## config.mk

```make
export PLATFORM = sky130hd
export DESIGN_NAME = feed_scheduler
export DESIGN_NICKNAME = d
export VERILOG_FILES = /design/src/rtl/feed_scheduler.sv
export SDC_FILE = /design/constraint.sdc
export NUM_CORES = 1
export LEC_CHECK = 0
export CAP_MARGIN = 20
export CORE_UTILIZATION = 50
export DETAILED_ROUTE_END_ITERATION = 10
export PLACE_DENSITY = 0.75
export SLEW_MARGIN = 20
export SYNTH_ARGS = -nofsm -noshare
export SYNTH_HDL_FRONTEND = slang
export SYNTH_SLANG_ARGS = --single-unit
```

## constraint.sdc

```tcl
create_clock -name Clk -period 7.3 [get_ports Clk]
set_input_delay 1.46 -clock Clk [delete_from_list [all_inputs] [get_ports Clk]]
set_output_delay 1.46 -clock Clk [all_outputs]
set_load 0.03 [all_outputs]
```

## src/rtl/feed_scheduler.sv

```systemverilog
// feed_scheduler: time-slot and manual pet-feeder motor sequencer.
// Each slot fires once when ctime enters its programmed BCD second. A manual
// request queues a single-portion job. Pending jobs run one at a time, lowest
// slot index first and manual last. Every portion runs OPEN, then DWELL, then
// CLOSE, with motor drives held during each phase.
//
// Ports:
//   Clk, Reset        clock, synchronous active-high reset
//   ctime             current time, BCD {h2,h1,m2,m1,s2,s1}
//   ld_en/ld_slot     one-cycle slot load strobe and target slot index
//   ld_time           BCD feed time for the loaded slot
//   ld_portions       portions per feed for the loaded slot (0 disables it)
//   manual            one-cycle single-portion feed request
//   PulseAngleRot     OPEN phase length in cycles (CLOSE adds CLOSE_EXTRA)
//   delay             DWELL phase length in cycles
//   ME, MT1, MT2      motor enable and terminal drives (registered)
//   busy              high while a job is active
//   done              one-cycle pulse at job completion
//   cur_src           source of the active or last job (slot index, 15 = manual)
module feed_scheduler #(
  parameter int unsigned SLOTS       = 4,
  parameter int unsigned CW          = 32,
  parameter int unsigned CLOSE_EXTRA = 700000
) (
  input  logic          Clk,
  input  logic          Reset,
  input  logic [23:0]   ctime,
  input  logic          ld_en,
  input  logic [2:0]    ld_slot,
  input  logic [23:0]   ld_time,
  input  logic [3:0]    ld_portions,
  input  logic          manual,
  input  logic [CW-1:0] PulseAngleRot,
  input  logic [CW-1:0] delay,
  output logic          ME,
  output logic          MT1,
  output logic          MT2,
  output logic          busy,
  output logic          done,
  output logic [3:0]    cur_src
);

  localparam int unsigned TW = 24;
  localparam int unsigned PW = 4;
  localparam int unsigned IW = 3;
  localparam int unsigned SW = 4;
  localparam int unsigned LW = CW + 1;
  localparam logic [SW-1:0] SRC_MANUAL = SW'(15);

  typedef enum logic [1:0] {
    ST_IDLE  = 2'd0,
    ST_OPEN  = 2'd1,
    ST_DWELL = 2'd2,
    ST_CLOSE = 2'd3
  } state_t;

  state_t state, next_state;

  logic [TW-1:0]    slot_time [SLOTS];
  logic [PW-1:0]    slot_port [SLOTS];
  logic [SLOTS-1:0] armed, pending;
  logic             man_pend;

  logic [SLOTS-1:0] ld_hit, slot_match, eff_pend, grant_mask;
  logic [SW-1:0]    grant_src;
  logic [PW-1:0]    grant_port;
  logic             grant_man, grant_any, start;

  logic [LW-1:0]    cnt;
  logic [LW-1:0]    close_len;
  logic [PW-1:0]    rem;
  logic [CW-1:0]    pa_lat, dl_lat;
  logic             phase_end, last_portion;

  logic me_c, mt1_c, mt2_c, busy_c, done_c;

  // Per-slot load decode and time match
  always_comb begin
    ld_hit     = '0;
    slot_match = '0;
    for (int unsigned i = 0; i < SLOTS; i++) begin
      ld_hit[i]     = ld_en && (ld_slot == IW'(i));
      slot_match[i] = (slot_port[i] != '0) && (slot_time[i] == ctime);
    end
  end

  // A same-cycle load cancels that slot's pending request before it can be granted
  assign eff_pend = pending & ~ld_hit;

  // Lowest-index pending slot wins; manual only when no slot is pending
  always_comb begin
    logic found;
    found      = 1'b0;
    grant_mask = '0;
    grant_src  = SRC_MANUAL;
    grant_port = PW'(1);
    for (int unsigned i = 0; i < SLOTS; i++) begin
      if (eff_pend[i] && !found) begin
        found         = 1'b1;
        grant_mask[i] = 1'b1;
        grant_src     = SW'(i);
        grant_port    = slot_port[i];
      end
    end
    grant_man = !found && man_pend;
    grant_any = found || man_pend;
  end

  assign start        = (state == ST_IDLE) && grant_any;
  assign phase_end    = (cnt < LW'(2));
  assign last_portion = (rem == PW'(1));
  assign close_len    = LW'(pa_lat) + LW'(CLOSE_EXTRA);

  // Slot table, arming and pending requests
  always_ff @(posedge Clk) begin
    if (Reset) begin
      for (int unsigned i = 0; i < SLOTS; i++) begin
        slot_time[i] <= '0;
        slot_port[i] <= '0;
      end
      armed    <= '0;
      pending  <= '0;
      man_pend <= 1'b0;
    end else begin
      for (int unsigned i = 0; i < SLOTS; i++) begin
        if (ld_hit[i]) begin
          slot_time[i] <= ld_time;
          slot_port[i] <= ld_portions;
          pending[i]   <= 1'b0;
          armed[i]     <= 1'b0;
        end else begin
          if (start && grant_mask[i]) pending[i] <= 1'b0;
          // Fire once on entry to the matching second; re-arm once it no longer matches
          if (slot_match[i]) begin
            if (armed[i]) begin
              pending[i] <= 1'b1;
              armed[i]   <= 1'b0;
            end
          end else begin
            armed[i] <= 1'b1;
          end
        end
      end
      if (manual) man_pend <= 1'b1;
      else if (start && grant_man) man_pend <= 1'b0;
    end
  end

  // FSM state register
  always_ff @(posedge Clk) begin
    if (Reset) state <= ST_IDLE;
    else       state <= next_state;
  end

  // FSM next state
  always_comb begin
    next_state = state;
    case (state)
      ST_IDLE:  if (grant_any) next_state = ST_OPEN;
      ST_OPEN:  if (phase_end) next_state = ST_DWELL;
      ST_DWELL: if (phase_end) next_state = ST_CLOSE;
      ST_CLOSE: if (phase_end) next_state = last_portion ? ST_IDLE : ST_OPEN;
      default:  next_state = ST_IDLE;
    endcase
  end

  // Output decode from the state being entered, so drives line up with the state
  always_comb begin
    me_c   = 1'b0;
    mt1_c  = 1'b0;
    mt2_c  = 1'b0;
    busy_c = (next_state != ST_IDLE);
    done_c = (state == ST_CLOSE) && phase_end && last_portion;
    case (next_state)
      ST_OPEN:  begin me_c = 1'b1; mt1_c = 1'b1; end
      ST_CLOSE: begin me_c = 1'b1; mt2_c = 1'b1; end
      default:  ;
    endcase
  end

  // Registered outputs
  always_ff @(posedge Clk) begin
    if (Reset) begin
      ME   <= 1'b0;
      MT1  <= 1'b0;
      MT2  <= 1'b0;
      busy <= 1'b0;
      done <= 1'b0;
    end else begin
      ME   <= me_c;
      MT1  <= mt1_c;
      MT2  <= mt2_c;
      busy <= busy_c;
      done <= done_c;
    end
  end

  // Job datapath: phase counter, remaining portions, lengths latched at job start
  always_ff @(posedge Clk) begin
    if (Reset) begin
      cnt     <= '0;
      rem     <= '0;
      pa_lat  <= '0;
      dl_lat  <= '0;
      cur_src <= '0;
    end else begin
      case (state)
        ST_IDLE: begin
          if (grant_any) begin
            cnt     <= LW'(PulseAngleRot);
            pa_lat  <= PulseAngleRot;
            dl_lat  <= delay;
            rem     <= grant_port;
            cur_src <= grant_src;
          end
        end
        ST_OPEN:  cnt <= phase_end ? LW'(dl_lat) : cnt - LW'(1);
        ST_DWELL: cnt <= phase_end ? close_len : cnt - LW'(1);
        ST_CLOSE: begin
          if (phase_end) begin
            rem <= rem - PW'(1);
            cnt <= LW'(pa_lat);
          end else begin
            cnt <= cnt - LW'(1);
          end
        end
        default: ;
      endcase
    end
  end

endmodule

```

==> impl_results.md <==
- Outcome: finished, final reports clean
- EDFF count, synth: 112
- Root Buffer Master: clkbuf_16
- Final Max Slew Viols: 0
- Max cap viols: 0
- Synth Area per Inst: 9.50 um^2
- R2r endpoint: cnt[18]$_SDFFE_PP0P_
- Initial antenna violation count: 0
- Leak: 0.00493 uW
- Drt via density: ~6
- Synth area leaders: edfxtp_1, dfxtp_1, xor2_1
- Hold Slack: 447 ps
- CTS H-Tree Depth: 1
- Post-synthesis adder-cell area fraction: 0.427%
- Most frequent cell after synthesis: nand2_1
- Share of post-route cells with drive strength above 1: under 10%
- Post-synthesis simple-gate area fraction: a little under a quarter
- Yosys warning count: 0
- Routed Antenna Nets: 0
- Clk Latency, worst-skew pair: 540 ps
- Sw power: approximately 960 uW
- Final hold violation count: 0
- Syn Inst Count: 1,232
- Hold Crit Depth: 2
- Cell taking the most area after synthesis: edfxtp_1
- Total GRT Usage: between 20% and 30%
- Unrepaired setup endpoints after global routing: no
- Worst-Margin Slew: 1180 ps
- Placer congestion estimate: 0.878
- PD cells: 241 nW/um^2
- Worst Setup SP: ld_en
- FF+latch count, synth: 231
- Area Growth Syn to Fin: 20.4%
- TritonCTS clock tree: yes
- Startpoint Class: primary input
- Synth top area share: 28.7%
- Top cell types by occurrence after synthesis: nand2_1, dfxtp_1, and2_1
- Distinct cells, synth: 79
- DRT Pass-1 Iters: 5
- R2R cell count: 7
- HP Class: register to register
- CP required: 7720 ps
- Clk buf depth: 3
- Async SR Flop Fraction: 0%
- First-pass GRT wire length: 49.7 mm
- Setup Skew: 19.3 ps
- Gate power share: 17.6%
- Largest net degree at the start of global routing: roughly 70
- Vias: just under 10,000
- Critical path fanouts, max: 61
- Die H: 155 um
- Die area: 24,000 um^2
- Post-CTS sizing: 0
- Reg-to-reg startpoint: cnt[16]$_SDFFE_PP0P_
- Setup CP Type: primary input to register
- Number of global-route vias before repair: a little over 9,000
- Slew margin rel.: 21.1%
- Largest family of logic cells by synthesized area: simple AND/OR/NAND/NOR gates
- Power Internal: 2440 uW
- Post CTS Setup Buffer Count: 0
- Core area: between 20,000 and 25,000 um^2
- Row count: 55
- Sw Share: between 20% and 30%
- Io pins: 132
- Drt wl/cell: 19.0 um
- Number of buffers created by CTS: 25
- Post-Route WL: roughly 32 mm
- Final Cycle Share: 59.3%
- Starting Density: between 50% and 60%
- Total global routing overflow: 0
- Sum Neg Setup Slack: 0 ps
- Xor/xnor share of the synthesized area: 9.28%
- Crit. End Element: register
- Port bufs: 131
- CTS clk-pin slew, worst paths: 60 ps
- Complex-gate fraction of the synthesized area: 14.1%
- DP HPWL: 21.8 mm
- Post-route cell area: 14,100 um^2
- DRC viols: 0
- Ys flop type: dfxtp_1
- Final Critical Period: about 4300 ps
- Inserted Diodes: 0
- Num Clock Sinks: 231
- Arrival time at the worst endpoint: 4750 ps
- Synthesized area: ~12,000 um^2
- Peak VDD IR: 0.204 mV
- Mapped Nets: 1,359
- Fmax: 0.231 GHz
- Initial drt markers: ~1,100
- CTS Hold Bufs: 0
- Setup crit end: cnt[19]$_SDFFE_PP0P_
- Seq/Total Area, Yosys: 49.1%
- Placed cell area: 13,300 um^2
- Sequential power share: 44.9%
- # setup viols final: 0
- Mux contribution to synthesized area: less than 1%
- R2r setup slk: 4380 ps
- Die width: 155 um
- Fin nets: 1,463
- Clk pwr share: 37.5%
==> cell type report <==
type                            count  area (um^2)
Multi-Input combinational cell    913         5650
Sequential cell                   231         5750
Inverter                           19         71.3
Tap cell                          313          392
Fill cell                        1884         8680
Clock buffer                       31          648
Timing Repair Buffer              146         1420
Clock inverter                     15          169
==> worst min-delay path by stage <==
stage	from	to	slack (ps)
detailed placement	armed[3]$_SDFF_PP0_	pending[3]$_SDFF_PP0_	440
CTS	armed[3]$_SDFF_PP0_	pending[3]$_SDFF_PP0_	450
finish	armed[3]$_SDFF_PP0_	pending[3]$_SDFF_PP0_	450
floorplan	armed[2]$_SDFF_PP0_	pending[2]$_SDFF_PP0_	420
global placement	armed[2]$_SDFF_PP0_	pending[2]$_SDFF_PP0_	430
global route	armed[3]$_SDFF_PP0_	pending[3]$_SDFF_PP0_	470
==> stage by stage <==
stage	setup slack, ps	total power [uW]	std cells	util (%)
floorplan	2730	1920	1232	-
global placement	2660	2120	1622	58.3
detailed placement	2510	2140	1622	58.3
CTS	3060	3400	1668	61.9
global route	2790	3530	1668	61.9
finish	2970	3390	1668	61.9
==> cell families after synthesis <==
group | Yosys count
simple gates | 523
compound gates | 256
buf+inv | 88
xor+xnor | 124
flops | 231
mux | 6
fa+ha+maj | 4
==> layer usage <==
metal  track usage (%)  wire length, um  part of all wire [%]  up-vias
met5                 0                0                     0        -
met4              10.1             1080                   3.4        0
met3              4.65             2620                   8.3       75
met2              42.7            14700                    47      433
met1              35.5            13200                    42     4588
li1                  -                -                     -     4633
==> power by group through the flow <==
stage	combinational [uW]	clock [uW]	sequential (uW)
after floorplan	381	0	1540
after global placement	578	0	1550
after detailed placement	587	0	1550
after CTS	593	1290	1520
after global routing	653	1340	1530
final	597	1270	1530
==> worst max-delay path: stages <==
cell	delay, ps
clkdlybuf4s50_1	510
or3b_1	560
o22ai_1	790
a31oi_4	370
buf_4	440
nand2_1	190
a31oi_1	90
a211o_1	290
==> state kept, by name (all words and copies together) (netlist names), 3 cells and up <==
signal and cells:
dl_lat 32, slot_time 96, pending 4, cnt 33, armed 4, slot_port 16, cur_src 3, rem 4
pa_lat 32
==> cell usage in the layout, fill, tap and decap left out, drive strengths merged, types with 13 or more instances in the layout <==
master / netlist / layout
nor4: 43 / 43
nor2: 49 / 49
a31oi: 22 / 22
xor2: 96 / 96
and2: 118 / 118
clkbuf: 52 / 31
o211ai: 13 / 13
buf: 17 / 16
a21oi: 93 / 93
dfxtp: 119 / 119
edfxtp: 112 / 112
nand3: 27 / 27
clkdlybuf4s50: 0 / 130
xnor2: 28 / 28
nor3: 21 / 21
inv: 19 / 21
nand2: 197 / 197
nand4: 16 / 16
o21ai: 36 / 36
(Power assumes the default switching activity.)
